--- src/rtl/gf180mcu_dlycal_pkg.sv ---
// Shared types for the gf180mcu delay-line calibration controller.
// This file holds the controller state encoding, the tap-step direction
// encoding, and helpers that the FSM uses.
package gf180mcu_dlycal_pkg;

    // State table for gf180mcu_dlycal_ctrl:
    //   state       | meaning
    //   ST_IDLE     | waiting for START; TAP_SEL held
    //   ST_MEASURE  | ring enabled, counting OSC_EDGE for WINDOW cycles
    //   ST_COMPARE  | one cycle: edge count vs TARGET, pick direction
    //   ST_ADJUST   | one cycle: step tap, or lock on reversal, or error at rail
    //   ST_LOCKED   | converged; LOCK high, TAP_SEL held
    typedef enum logic [2:0] {
        ST_IDLE    = 3'd0,
        ST_MEASURE = 3'd1,
        ST_COMPARE = 3'd2,
        ST_ADJUST  = 3'd3,
        ST_LOCKED  = 3'd4
    } state_t;

    // UP lengthens the delay line (ring too fast), DOWN shortens it.
    typedef enum logic [1:0] {
        DIR_NONE = 2'd0,
        DIR_UP   = 2'd1,
        DIR_DOWN = 2'd2
    } dir_t;

    // A reversal is only meaningful once a step has been taken.
    function automatic logic is_reversal(input dir_t prev_dir, input dir_t cur_dir);
        return (prev_dir != DIR_NONE) && (prev_dir != cur_dir);
    endfunction

    // True when stepping in the given direction would run off the tap range.
    function automatic logic at_rail(input dir_t dir, input logic tap_max, input logic tap_min);
        return ((dir == DIR_UP) && tap_max) || ((dir == DIR_DOWN) && tap_min);
    endfunction

endpackage

--- src/rtl/gf180mcu_dlycal_win.sv ---
// Measurement window for the delay-line calibration controller.
// A down-counting window timer, plus a saturating counter of
// ring-oscillator edges.
// 'clear' reloads the timer and zeroes the count. While 'run' is high, each
// cycle counts one OSC edge (if present) and decrements the timer. 'done' is
// high in the last cycle of the window, so the count seen in the following
// cycle covers exactly WINDOW samples.
module gf180mcu_dlycal_win #(
    parameter int CNT_W  = 8,
    parameter int WINDOW = 16
) (
    input  logic             clk,
    input  logic             rst,
    input  logic             clear,
    input  logic             run,
    input  logic             osc_edge,
    output logic [CNT_W-1:0] count,
    output logic             done
);

    localparam logic [CNT_W-1:0] TMR_LOAD = CNT_W'(WINDOW - 1);
    localparam logic [CNT_W-1:0] CNT_MAX  = {CNT_W{1'b1}};

    logic [CNT_W-1:0] timer;

    // Window timer: reload on clear, count down to terminal zero while running.
    always_ff @(posedge clk or posedge rst) begin
        if (rst) begin
            timer <= TMR_LOAD;
        end else if (clear) begin
            timer <= TMR_LOAD;
        end else if (run && (timer != '0)) begin
            timer <= timer - 1'b1;
        end
    end

    // Edge counter: saturates rather than wrapping so a very fast ring still
    // reads as "too fast".
    always_ff @(posedge clk or posedge rst) begin
        if (rst) begin
            count <= '0;
        end else if (clear) begin
            count <= '0;
        end else if (run && osc_edge && (count != CNT_MAX)) begin
            count <= count + 1'b1;
        end
    end

    assign done = run && (timer == '0);

endmodule

--- src/rtl/gf180mcu_dlycal_ctrl.sv ---
// Delay-line (inverter-chain) calibration controller for gf180mcu.
// This block measures the ring-oscillator edge count over a fixed window.
// It then steps the tap select toward TARGET until the count matches or
// the direction reverses. It flags an error if the tap range runs out.
// Optional build macro GF180MCU_DLYCAL_HYST_EN adds a TOL input: counts
// within +/-TOL of TARGET are then treated as a match.
module gf180mcu_dlycal_ctrl
    import gf180mcu_dlycal_pkg::*;
#(
    parameter int TAP_W    = 4,
    parameter int CNT_W    = 8,
    parameter int WINDOW   = 16,
    parameter int TAP_INIT = 2 ** (TAP_W - 1)
) (
    input  logic             CLK,
    input  logic             RST,
    input  logic             START,
    input  logic [CNT_W-1:0] TARGET,
`ifdef GF180MCU_DLYCAL_HYST_EN
    input  logic [CNT_W-1:0] TOL,
`endif
    input  logic             OSC_EDGE,
    output logic             OSC_EN,
    output logic [TAP_W-1:0] TAP_SEL,
    output logic             BUSY,
    output logic             LOCK,
    output logic             ERR
);

    localparam logic [TAP_W-1:0] TAP_RST = TAP_W'(TAP_INIT);
    localparam logic [TAP_W-1:0] TAP_MAX = {TAP_W{1'b1}};

    state_t           state;
    dir_t             cur_dir;
    dir_t             last_dir;
    logic [CNT_W-1:0] target_q;
    logic [CNT_W-1:0] edge_cnt;
    logic             win_done;
    logic             win_clear;
    logic             win_run;
    logic             start_acc;
    logic             in_tol;
    logic             ring_fast;
`ifdef GF180MCU_DLYCAL_HYST_EN
    logic [CNT_W-1:0] tol_q;
    logic [CNT_W-1:0] cnt_diff;
`endif

    assign start_acc = START && ((state == ST_IDLE) || (state == ST_LOCKED));
    assign win_clear = start_acc || (state == ST_ADJUST);
    assign win_run   = (state == ST_MEASURE);
    assign ring_fast = (edge_cnt > target_q);

    gf180mcu_dlycal_win #(
        .CNT_W  (CNT_W),
        .WINDOW (WINDOW)
    ) u_win (
        .clk      (CLK),
        .rst      (RST),
        .clear    (win_clear),
        .run      (win_run),
        .osc_edge (OSC_EDGE),
        .count    (edge_cnt),
        .done     (win_done)
    );

    // Match decision: exact equality, or within +/-TOL when hysteresis is built in.
    always_comb begin
        in_tol = 1'b0;
`ifdef GF180MCU_DLYCAL_HYST_EN
        cnt_diff = '0;
        if (ring_fast) begin
            cnt_diff = edge_cnt - target_q;
        end else begin
            cnt_diff = target_q - edge_cnt;
        end
        in_tol = (cnt_diff <= tol_q);
`else
        in_tol = (edge_cnt == target_q);
`endif
    end

    // Calibration FSM with registered outputs; each transition sets the
    // outputs that belong to the state being entered.
    always_ff @(posedge CLK or posedge RST) begin
        if (RST) begin
            state    <= ST_IDLE;
            TAP_SEL  <= TAP_RST;
            OSC_EN   <= 1'b0;
            BUSY     <= 1'b0;
            LOCK     <= 1'b0;
            ERR      <= 1'b0;
            target_q <= '0;
            cur_dir  <= DIR_NONE;
            last_dir <= DIR_NONE;
`ifdef GF180MCU_DLYCAL_HYST_EN
            tol_q    <= '0;
`endif
        end else begin
            case (state)
                ST_IDLE, ST_LOCKED: begin
                    if (START) begin
                        target_q <= TARGET;
`ifdef GF180MCU_DLYCAL_HYST_EN
                        tol_q    <= TOL;
`endif
                        LOCK     <= 1'b0;
                        ERR      <= 1'b0;
                        cur_dir  <= DIR_NONE;
                        last_dir <= DIR_NONE;
                        OSC_EN   <= 1'b1;
                        BUSY     <= 1'b1;
                        state    <= ST_MEASURE;
                    end
                end

                ST_MEASURE: begin
                    if (win_done) begin
                        OSC_EN <= 1'b0;
                        state  <= ST_COMPARE;
                    end
                end

                ST_COMPARE: begin
                    if (in_tol) begin
                        LOCK  <= 1'b1;
                        BUSY  <= 1'b0;
                        state <= ST_LOCKED;
                    end else begin
                        cur_dir <= ring_fast ? DIR_UP : DIR_DOWN;
                        state   <= ST_ADJUST;
                    end
                end

                ST_ADJUST: begin
                    if (is_reversal(last_dir, cur_dir)) begin
                        // Dithering across the target: the current tap is the best we get.
                        LOCK  <= 1'b1;
                        BUSY  <= 1'b0;
                        state <= ST_LOCKED;
                    end else if (at_rail(cur_dir, TAP_SEL == TAP_MAX, TAP_SEL == '0)) begin
                        ERR   <= 1'b1;
                        BUSY  <= 1'b0;
                        state <= ST_IDLE;
                    end else begin
                        if (cur_dir == DIR_UP) begin
                            TAP_SEL <= TAP_SEL + 1'b1;
                        end else begin
                            TAP_SEL <= TAP_SEL - 1'b1;
                        end
                        last_dir <= cur_dir;
                        OSC_EN   <= 1'b1;
                        state    <= ST_MEASURE;
                    end
                end

                default: begin
                    OSC_EN <= 1'b0;
                    BUSY   <= 1'b0;
                    state  <= ST_IDLE;
                end
            endcase
        end
    end

endmodule

--- config.mk ---
export PLATFORM = sky130hd
export DESIGN_NAME = gf180mcu_dlycal_ctrl
export DESIGN_NICKNAME = d
export VERILOG_FILES = /design/src/rtl/gf180mcu_dlycal_pkg.sv /design/src/rtl/gf180mcu_dlycal_win.sv /design/src/rtl/gf180mcu_dlycal_ctrl.sv
export SDC_FILE = /design/constraint.sdc
export NUM_CORES = 1
export LEC_CHECK = 0
export ABC_AREA = 0
export BUFFER_PORTS_ARGS = -buffer_cell sky130_fd_sc_hd__buf_4
export CORE_UTILIZATION = 45
export CTS_CLUSTER_DIAMETER = 120
export DETAILED_ROUTE_END_ITERATION = 8
export GPL_ROUTABILITY_DRIVEN = 0
export PLACE_DENSITY = 0.64
export SKIP_CTS_REPAIR_TIMING = 1
export SLEW_MARGIN = 20
export SYNTH_ARGS = -nofsm -noshare
export SYNTH_HDL_FRONTEND = slang
export SYNTH_HIERARCHICAL = 1
export SYNTH_SLANG_ARGS = --single-unit
--- constraint.sdc ---
create_clock -name CLK -period 2.1 [get_ports CLK]
set_input_delay 0.315 -clock CLK [delete_from_list [all_inputs] [get_ports CLK]]
set_output_delay 0.315 -clock CLK [all_outputs]
set_load 0.03 [all_outputs]
=== Yosys cells after proc, flatten, opt, wreduce, memory -nomap -nowiden ===
Cells that the tools add are included.

* Add/sub/neg operators: 4
* Order comparisons: 1
* Equality and inequality tests: 19
* Muxes and demuxes: 34
* Bitwise gates (word level): 4
* Reduce and logical (&&, ||, !) cells: 31

{| class="wikitable"
|+ Operators by type and width
! kind !! number
|-
| two-way mux 8 bit || 4
|-
| AND reduction 4 bit || 4
|-
| two-way mux 1 bit || 13
|-
| two-way mux 3 bit || 4
|-
| inequality test 2 bit, second input constant || 6
|-
| one-hot mux 3 bit (4 select lines) || 1
|-
| two-way mux 2 bit || 5
|-
| nonzero test 2 bit || 5
|-
| adder 8 x 1 -> 8 bit, second input constant || 1
|-
| equality test 8 bit || 1
|-
| greater-than comparator 8 bit || 1
|-
| logical AND 1 bit || 8
|-
| zero test 8 bit || 1
|-
| inequality test 8 bit, second input constant || 1
|-
| one-hot mux 1 bit (4 select lines) || 2
|-
| one-hot mux 2 bit (2 select lines) || 2
|-
| nonzero test 8 bit || 1
|-
| subtractor 8 x 1 -> 8 bit, second input constant || 1
|-
| equality test 3 x 2 -> 1 bit, second input constant || 2
|-
| AND reduction 3 bit || 2
|-
| AND reduction 5 bit || 1
|-
| adder 4 x 1 -> 4 bit, second input constant || 1
|-
| equality test 4 bit, second input constant || 1
|-
| zero test 4 bit || 1
|-
| other kinds (17) || 24
|}

* Flip-flop bits (word level): 39
* Bits of input ports: 12
* Output and inout bits: 8
* Word-level logic and storage cells: 104

=== Logic depth before layout (Yosys ltp) ===
* Word-level depth: 6
* Mapped depth: 10
* Gate-level depth less buffers: 8

=== Hierarchy ===
The synthesis kept the hierarchy.

{| class="wikitable"
|+ Modules (own cells, without submodules)
! module !! times used !! cells an instance !! area an instance (um2) !! seq. area each (um2)
|-
| gf180mcu_dlycal_ctrl || 1 || 124 || 1326.3 || 576.8
|-
| gf180mcu_dlycal_win || 1 || 92 || 870.8 || 405.4
|}

=== Worst setup path after synthesis ===
OpenSTA, ideal clock, no wires.

* Path kind: reg2reg
* Start point: register u_win.count[7]
* End point: register cur_dir[1]
* Library setup time: 65 ps
* Data arrival time: 1945 ps
* Data required time: 2035 ps
* Slack: 90 ps
* Cell stages (with the launch flop): 7
* Path buffers: 0
* Period minus slack after synthesis: 2010 ps
* Path through: dfrtp_1 -> ha_1 -> and3_1 -> and4_1 -> or3_1 -> a2111oi_2 -> a31o_2

* Longest elaborated chain between the ends: 4
* Elaborated cells on any way between the ends: 7
* Classes of those cells: order compare (1); eq/ne (2); mux (3); reduce/logical (1)

{| class="wikitable"
|+ RTL lines
! what !! line !! text
|-
| start, declared || gf180mcu_dlycal_win.sv:17 || <nowiki>output logic [CNT_W-1:0] count,</nowiki>
|-
| start signal, assigned || gf180mcu_dlycal_win.sv:45 || <nowiki>count <= count + 1'b1;</nowiki>
|-
| greater-than comparator 8 bit || gf180mcu_dlycal_ctrl.sv:52 || <nowiki>assign ring_fast = (edge_cnt > target_q);</nowiki>
|-
| two-way mux 2 bit || gf180mcu_dlycal_ctrl.sv:130 || <nowiki>cur_dir <= ring_fast ? DIR_UP : DIR_DOWN;</nowiki>
|-
| two-way mux 2 bit || gf180mcu_dlycal_ctrl.sv:125 || <nowiki>if (in_tol) begin</nowiki>
|-
| one-hot mux 2 bit (2 select lines) || gf180mcu_dlycal_ctrl.sv:100 || <nowiki>case (state)</nowiki>
|-
| end signal, assigned || gf180mcu_dlycal_ctrl.sv:130 ||
|-
| end, declared || gf180mcu_dlycal_ctrl.sv:34 || <nowiki>dir_t cur_dir;</nowiki>
|}

Parallel ways exist; a longest one is shown, timed or not. The select of a mux whose other input is x is not followed.
A chain may end at the register's enable or synchronous reset.

=== Final worst setup path ===
* Start point: register u_win.count[4]
* End point: register cur_dir[1]

Same word-level chain as after synthesis.

==> reports/metrics.cfg <==
[timing]
fin_ws_ns = 0.04871
finalSetupViolations = 0
max_freq_mhz = 487.5
worst_pin_slew_ns = 0.6178
fin_crit_ns = 2.051
finalCritPeriodShare_pct = 97.68
drv_slew = 0
hold_viol = 0
fin_worst_skew_ns = 0.01245
relSlewSlack_pct = 58.77
setup-tns-final_ns = 0
hold_slack_ns = 0.08371

[synthesis]
yosys.area.top_type_share_pct = 38.72
async_flop_share_pct = 100.0
ys_types = 50
synth_top_family_by_area = compound AO/OA/AOI/OAI gates
synth_simple_gate_area_share_pct = 16.74
syn_area_um2 = 2197
yosys-top-cells-area = dfrtp_1, ha_1, dfstp_2, mux2_2, a21oi_1
synth_commonest_cells = dfrtp_1, inv_1, nand2_1, nor2_1, a21oi_1
synthFlopType = dfrtp_1
synth.area.mux_share_pct = 5.695
ys_seq_area_share_pct = 44.70
synth-edff-count = 0
synth_warnings = 6
syn_nets = 241
ys_ff_latch = 39
yosysMostFrequentCell = dfrtp_1
synthCells = 216
avgSynthCellArea_um2 = 10.17
synthAdderAreaFrac_pct = 7.745
synth-compound-area-share_pct = 17.37
synth_xor_area_share_pct = 3.588
yosysTopAreaCell = dfrtp_1

[power_and_ir_drop]
p_switching_uw = 1361
vdd_ir_drop_max_uv = 609.2
sw_frac_of_total_pct = 39.13
power.leakage_uw = 0.001211
p_per_area_nw_per_um2 = 1321
p_comb_share_pct = 43.9
clock_power_share_pct = 17.5
power_frac_seq_pct = 38.6
internal_power_uw = 2117
p_total_uw = 3478

[grt]
grt_pass1_wl_um = 7182
grt_max_degree = 24
antenna_found_initial = 0
grt_pass1_vias = 1571
grt_util_all_layers_pct = 17.95
gr-total-overflow = 0

[clock_tree]
cts_root_buffer = clkbuf_8
numCtsBuffers = 5
clk_latency_ns = 0.29
clockBufferDepth = 2
clk_pin_slew_ns = 0.08
cts.sink_count = 39
cts_tree = yes
h-tree-depth = 2

[setup_path]
cp_top_family = simple AND/OR/NAND/NOR gates
critPathSlowestCell = dfrtp_1
critPathArrivalTime_ns = 2.28
slowest_delay_ns = 0.42
criticalPathCategory = register to register
crit_chain = ha_1, and3_1, and4_1, or3_4, a2111oi_4, a31o_2
end_kind = register
required_ns = 2.32
crit_fanout = 5
start_kind = register
cp.buffers_inverters = 0

[job]
timing.max_cap.violations = 0

[floorplan]
start_util_pct = 46.52
io_pins = 20
die_w_um = 71.88
die-area_um2 = 5166
design.core.area_um2 = 4723
rows = 25
die_height_um = 71.88

[routing]
drt-initial-drc-count = 93
drc = 0
wl_per_cell_um = 13.51
avgViaCountPerCell = 5.245
final_antenna_net_count = 0
wirelength_um = 4296
first_pass_iters = 4
num_vias = 1668

[final_layout]
final_cells = 318
fin_nets = 275
drive_above_1_share_pct = 24.30
area_delta_synth_final_pct = 19.87
diodes = 0

[outcome]
outcome = finished, final reports clean

[min_path]
hold_class = input port to asynchronous set/reset pin

[placed_design]
hpwlAfterDp_um = 3137
dp_cells = 310
dpl_worst_slack_ns = -0.003721
portBuffers = 19

-- tightest hold or removal path, stage by stage --
cell,delay (ns)
buf_4,0.11
inv_1,0.05
buf_4,0.29
-- logic make-up (layout without fill, tap and decap cells) --
group / count (synthesis) / after routing
fa+ha+maj: 13 / 13
compound gates: 53 / 53
simple gates: 68 / 68
flops: 39 / 39
buf+inv: 23 / 58
xor+xnor: 9 / 9
mux: 11 / 11
-- final timing paths --
path / startpoint / endpoint / slack [ns] / depth (start not counted)
worst min register to register: ERR / ERR / 0.51 / 1
worst max-delay path: u_win/count[4] / cur_dir[1] / 0.05 / 6
worst max register to register: u_win/count[4] / cur_dir[1] / 0.05 / 6
worst min-delay path: RST / state[0] / 0.08 / 3
max in group asynchronous: RST / u_win/count[5] / 1.58 / 2
min in group CLK: TARGET[4] / target_q[4] / 0.26 / 2
-- stage by stage --
step                      area (um^2)  utilization [%]
after floorplan                  2197                -
after global placement           2497            52.87
after detailed placement         2497            52.87
after CTS                        2604            55.13
after global routing             2634            55.76
final                            2634            55.76
-- area by class of cell --
cell class | instances | area [um^2]
Sequential cell | 39 | 982.2
Inverter | 18 | 67.56
Tap cell | 67 | 83.83
Timing Repair Buffer | 32 | 240.2
Fill cell | 420 | 2090
Clock buffer | 7 | 76.32
Clock inverter | 1 | 30.03
Multi-Input combinational cell | 154 | 1154
-- power by group through the flow --
stage          clock [uW]  sequential, uW  combinational, uW
2_1_floorplan           0            1400               1020
3_3_place_gp            0            1350               1460
3_5_place_dp            0            1360               1500
4_1_cts               631            1350               1510
5_1_grt               671            1400               1710
6_report              609            1340               1530
-- metal layers --
| layer | global-route usage [%] | up-vias | share of wire [%] |
|---|---|---|---|
| met4 | 4.575 | 0 | 0.68 |
| li1 | - | 842 | - |
| met5 | 0 | - | 0 |
| met1 | 24.10 | 803 | 49 |
| met2 | 29.35 | 21 | 48 |
| met3 | 4.219 | 2 | 2.6 |
-- flip-flops by register name, indices dropped and copies added (netlist names) --
register,cells
state,3
OSC_EN,1
TAP_SEL,4
LOCK,1
target_q,8
last_dir,2
BUSY,1
u_win/timer,8
ERR,1
cur_dir,2
u_win/count,8
-- cell usage in the layout (no fill, tap or decap), types with 3 or more instances in the layout --
cell type and instances:
dfrtp_1 34, nor3_1 3, clkbuf_8 5, dfstp_2 5
o21ai_0 10, buf_4 32, xnor2_1 4, nand2b_1 3
or4_1 3, o31ai_1 3, nand2_1 16, a31oi_1 3
nand4_1 3, a21o_1 4, nor2_1 16, ha_1 11
mux2_2 8, a21oi_1 15, xor2_1 5, nand3_1 4
nor2b_1 4, inv_1 18, o2111ai_1 3, or3_1 3
(Power assumes the default switching activity.)
